## src/rtl/sqrt_seq_ctrl_if.sv

```systemverilog
// Start/done handshake between the operand source / result consumer and sqrt_seq_ctrl.
// The remainder signal exists only when SQRT_REMAINDER_EN is defined.
interface sqrt_seq_ctrl_if;
    logic        start;
    logic [15:0] datain;
    logic        busy;
    logic        done;
    logic [7:0]  dataout;
`ifdef SQRT_REMAINDER_EN
    logic [8:0]  remainder;
`endif

`ifdef SQRT_REMAINDER_EN
    modport master (output start, output datain,
                    input busy, input done, input dataout, input remainder);
    modport slave  (input start, input datain,
                    output busy, output done, output dataout, output remainder);
`else
    modport master (output start, output datain,
                    input busy, input done, input dataout);
    modport slave  (input start, input datain,
                    output busy, output done, output dataout);
`endif
endinterface

```

## src/rtl/sqrt_seq_ctrl.sv

```systemverilog
// Sequential 16-bit integer square root using odd increments (square += delta, delta += 2).
// Optional feature macro: SQRT_REMAINDER_EN adds the A - root^2 remainder output.
module sqrt_seq_ctrl (
    input  logic           clock,
    input  logic           reset,
    sqrt_seq_ctrl_if.slave bus
);

    typedef enum logic [1:0] {
        ST_IDLE = 2'd0,
        ST_CALC = 2'd1,
        ST_DONE = 2'd2
    } state_t;

    state_t      state_r;
    logic [15:0] a_r;
    logic [7:0]  root_r;
    logic [16:0] square_r;
    logic [9:0]  delta_r;
    logic        busy_r;
    logic        done_r;
    logic [7:0]  dataout_r;
    logic        le_s;

    // square holds (root+1)^2, so iteration continues while it still fits under A
    assign le_s = (square_r <= {1'b0, a_r});

`ifdef SQRT_REMAINDER_EN
    logic [8:0]  rem_r;
    logic [8:0]  rem_s;

    // square - delta + 2 == root^2; the result fits in 9 bits so modulo-512 math is exact
    assign rem_s = a_r[8:0] - (square_r[8:0] - delta_r[8:0] + 9'd2);

    // Remainder register, loaded alongside dataout
    always_ff @(posedge clock or posedge reset) begin
        if (reset) begin
            rem_r <= 9'd0;
        end else if ((state_r == ST_CALC) && !le_s) begin
            rem_r <= rem_s;
        end else begin
            rem_r <= rem_r;
        end
    end

    assign bus.remainder = rem_r;
`endif

    // Control FSM and datapath registers
    always_ff @(posedge clock or posedge reset) begin
        if (reset) begin
            state_r   <= ST_IDLE;
            a_r       <= 16'd0;
            root_r    <= 8'd0;
            square_r  <= 17'd1;
            delta_r   <= 10'd3;
            busy_r    <= 1'b0;
            done_r    <= 1'b0;
            dataout_r <= 8'd0;
        end else begin
            case (state_r)
                ST_IDLE: begin
                    done_r <= 1'b0;
                    if (bus.start) begin
                        a_r      <= bus.datain;
                        root_r   <= 8'd0;
                        square_r <= 17'd1;
                        delta_r  <= 10'd3;
                        busy_r   <= 1'b1;
                        state_r  <= ST_CALC;
                    end else begin
                        busy_r   <= 1'b0;
                        state_r  <= ST_IDLE;
                    end
                end
                ST_CALC: begin
                    if (le_s) begin
                        square_r <= square_r + {7'd0, delta_r};
                        delta_r  <= delta_r + 10'd2;
                        root_r   <= root_r + 8'd1;
                        state_r  <= ST_CALC;
                    end else begin
                        dataout_r <= root_r;
                        done_r    <= 1'b1;
                        state_r   <= ST_DONE;
                    end
                end
                ST_DONE: begin
                    done_r  <= 1'b0;
                    busy_r  <= 1'b0;
                    state_r <= ST_IDLE;
                end
                default: begin
                    done_r  <= 1'b0;
                    busy_r  <= 1'b0;
                    state_r <= ST_IDLE;
                end
            endcase
        end
    end

    assign bus.busy    = busy_r;
    assign bus.done    = done_r;
    assign bus.dataout = dataout_r;

endmodule

```

## src/flat_wrapper.sv

```systemverilog
// flat-port wrapper written by rule: the top's interface ports become plain ports
module sqrt_seq_ctrl_flat 
  (clock, reset, bus_start, bus_datain, bus_busy, bus_done, bus_dataout);
  sqrt_seq_ctrl_if bus_i ();
  input  logic clock;
  input  logic reset;
  input wire logic [$bits(bus_i.start)-1:0] bus_start;
  input wire logic [$bits(bus_i.datain)-1:0] bus_datain;
  output wire logic [$bits(bus_i.busy)-1:0] bus_busy;
  output wire logic [$bits(bus_i.done)-1:0] bus_done;
  output wire logic [$bits(bus_i.dataout)-1:0] bus_dataout;
  assign bus_i.start = bus_start;
  assign bus_i.datain = bus_datain;
  assign bus_busy = bus_i.busy;
  assign bus_done = bus_i.done;
  assign bus_dataout = bus_i.dataout;
  sqrt_seq_ctrl u_core (.clock(clock), .reset(reset), .bus(bus_i));
endmodule
```

## config.mk

```make
export PLATFORM = sky130hd
export DESIGN_NAME = sqrt_seq_ctrl_flat
export DESIGN_NICKNAME = d
export VERILOG_FILES = /design/src/rtl/sqrt_seq_ctrl_if.sv /design/src/rtl/sqrt_seq_ctrl.sv /design/src/flat_wrapper.sv
export SDC_FILE = /design/constraint.sdc
export NUM_CORES = 1
export LEC_CHECK = 0
export ABC_AREA = 1
export ABC_CLOCK_PERIOD_IN_PS = 2350
export CORE_ASPECT_RATIO = 1.1
export CORE_MARGIN = 4
export CORE_UTILIZATION = 39
export CTS_BUF_LIST = sky130_fd_sc_hd__clkbuf_4
export DETAILED_ROUTE_END_ITERATION = 7
export PLACE_DENSITY_LB_ADDON = 0.08
export SYNTH_ARGS = -nofsm -noshare
export SYNTH_HDL_FRONTEND = slang
export SYNTH_SLANG_ARGS = --single-unit
```

## constraint.sdc

```tcl
create_clock -name clock -period 2.35 [get_ports clock]
set_clock_uncertainty 0.05 [all_clocks]
set_input_delay 0.47 -clock clock [delete_from_list [all_inputs] [get_ports clock]]
set_output_delay 0.47 -clock clock [all_outputs]
set_load 0.02 [all_outputs]
```

==> results.toml <==
[run_status]
status = "complete, no violations"

[routing]
met3WireLength_um = 247
drtIter0Drc = 143
vias_per_cell = 4.78
vias = 3384
drt_wl_total_mm = 9.44
drtAntennaViolNets = 0
highest_layer = "met4"
wl_per_cell_um = 13.3
wl_met2_mm = 4.70
drc = 0
first_pass_iters = 4
wl_met1_mm = 4.34

[clock_network]
clock-sinks = 63
cts_buffers = 9
clk_path_buf_depth = 2
clk_latency_ns = 0.43
cts-root-buf = "clkbuf_4"
clk_pin_slew_ns = 0.12
cts_tree = "yes"
htree_num_levels = 3

[yosys]
synth_area_leader_cell = "dfrtp_1"
ys_warn_count = 0
syn_inst = 549
synth_seq_area_share = 0.398
ys_ff_latch = 63
async_flop_share = 1.00
synth_nets = 597
synth_edf_count = 0
synth.distinct_cells = 32
avgSynthCellArea_um2 = 7.22
netlist.area_leader.share = 0.379
synthTopCellsByArea = "dfrtp_1 (38%), nand2_1 (18%), ha_1 (8.8%)"
synth_flop_cell = "dfrtp_1"
netlist_area_mm2 = 0.00397

[floorplan]
io_pins = 29
row_count = 38
start_util = 0.401
dieArea_mm2 = 0.0118
chipHeight_um = 114
coreArea_mm2 = 0.00989
die_w_um = 104

[global_routing]
antenna_found_initial = 0
grt_pass1_wl_mm = 16.2
grt_overflow = 0
grt_pass1_vias = 3326
grt_max_degree = 35
grt_usage = 0.171

[timing]
finalCritPeriodShare = 0.927
worst_pin_slew_ns = 0.547
holdWs_ns = 0.337
max_freq_mhz = 459
setup_viol = 0
hold_viol_final = 0
grt_setup_unrepaired = "false"
slew_viol_final = 0
finalCriticalPeriod_ns = 2.18
fin_tns_setup_ns = 0
maxSlewHeadroom = 0.635

[place]
globalplace.congestion = 0.838
portBuffers = 28
hpwl_mm = 6.76
placed_area_mm2 = 0.00440

[layout]
nets = 631
area_delta_synth_final_pct = 14.8
drive_gt1_frac = 0.0765
final_util = 0.460
final_design_area_no_fill_mm2 = 0.00455
diodes = 0

[worst_hold_path]
hold_class = "primary input to async pin"

[setup_path]
crit_type = "flip-flop to flip-flop"
start_kind = "flip-flop"
worst_setup_path_end_kind = "flip-flop"
required_ns = 2.63
crit_fanout = 5
cp.arrival_ns = 2.45

[pwr]
p_leak_uw = 0.00251
power.density_mw_per_mm2 = 415
vdd_ir_drop_max_mv = 0.221

[run]
cap_violations = 0
==> report_power, final <==
group          leakage [µW]  switching, µW  internal [µW]
clock network     0.0000708            432            315
registers          0.000727              0           1080
logic               0.00171           27.1           33.7
total               0.00251            459           1430
==> layout by cell type, fill, tap and decap left out, types with 3 or more instances in the layout <==
| cell | count |
|---|---|
| buf_4 | 7 |
| o21ai_0 | 8 |
| clkdlybuf4s50_1 | 28 |
| nand4_1 | 5 |
| a21oi_1 | 41 |
| dfstp_2 | 3 |
| inv_1 | 57 |
| nand3_1 | 48 |
| inv_2 | 4 |
| nor2_1 | 61 |
| ha_1 | 28 |
| dfrtp_1 | 60 |
| clkbuf_4 | 9 |
| nand2_1 | 185 |
| nor3_1 | 11 |
==> Yosys cell counts (2+ instances only) <==
master    instances
nand4_1           5
inv_2             3
buf_6             3
o21ai_0           8
xnor2_1           2
buf_2             4
nor2_2            2
nor3_1           11
dfrtp_1          60
a21oi_1          41
clkbuf_1          5
nand2_4           3
ha_1             28
inv_1            58
nand2_1         186
dfstp_2           3
nand3_1          48
or2_2             2
buf_4             3
xor2_1            2
nor2_1           61
==> metrics by stage <==
stage	worst slack (ns)	std cells	power, µW
after global routing	0.000413	708	1980
final	0.171	708	1890
after global placement	0.191	692	1170
after CTS	0.114	708	1930
after floorplan	0.265	549	1120
after detailed placement	0.126	692	1170
==> worst max-delay path, cell delays in order, from the launching register on <==
cell and delay, ns:
dfstp_2 0.56, ha_1 0.17, inv_1 0.05, fa_1 0.41
o21ai_2 0.25, nand2_1 0.08, nand2_1 0.13, nand2_1 0.09
nand2_1 0.06, nand2_1 0.04, nand2_1 0.05, nor2_1 0.04
nand2_1 0.07, nand2_1 0.05
==> layer usage <==
layer | global-route usage | up-vias
met3 | 0.0306 | 14
met4 | 0.0638 | 0
met5 | 0 | -
li1 | - | 1813
met2 | 0.305 | 41
met1 | 0.207 | 1516
==> cell type report <==
cell class                 instances  area, µm²
fill                            1035       5340
tap                              120        150
multi-input combinational        410       2080
clock buffer                       9       67.6
timing repair buffer              38        384
clock inverter                     7       63.8
inverter                          61        229
sequential                        63       1580
==> flip-flops by register name, indices dropped and copies added, names as in the netlist <==
name	count
u_core.a_r	16
u_core.bus.done	1
u_core.delta_r	10
u_core.bus.dataout	8
u_core.bus.busy	1
u_core.square_r	17
u_core.state_r	2
u_core.root_r	8
==> final timing paths <==
kind	startpoint	to	cells past startpoint	slack (ns)
min reg2reg	u_core.delta_r[0]	u_core.delta_r[0]	2	0.42
max in group asynchronous	reset	u_core.delta_r[0]	3	1.33
max	u_core.square_r[0]	u_core.square_r[10]	13	0.17
min	reset	u_core.bus.dataout[0]	2	0.34
min in group clock	u_core.delta_r[0]	u_core.delta_r[0]	2	0.42
max reg2reg	u_core.square_r[0]	u_core.square_r[10]	13	0.17
==> what timing repair did <==
action / CTS / global route
setup buffers: 0 / 0
setup endpoints to repair: 0 / 30
endpoints found under the hold margin: 0 / 0
gates resized for setup: 0 / 3
hold buffers: 0 / 0
==> cell families (layout without fill, tap and decap cells) <==
kind of cell,Yosys count,in the layout,synth area share
and+or+nand+nor,323,323,0.346
buffers and inverters,76,115,0.0817
DFF,63,63,0.398
AOI/OAI and AO/OA,53,53,0.0688
adders and majority gates,29,29,0.0934
xor gates and xnor gates,4,4,0.00883
muxes,1,1,0.00284
Note: power is estimated with default switching activity, not from simulation.
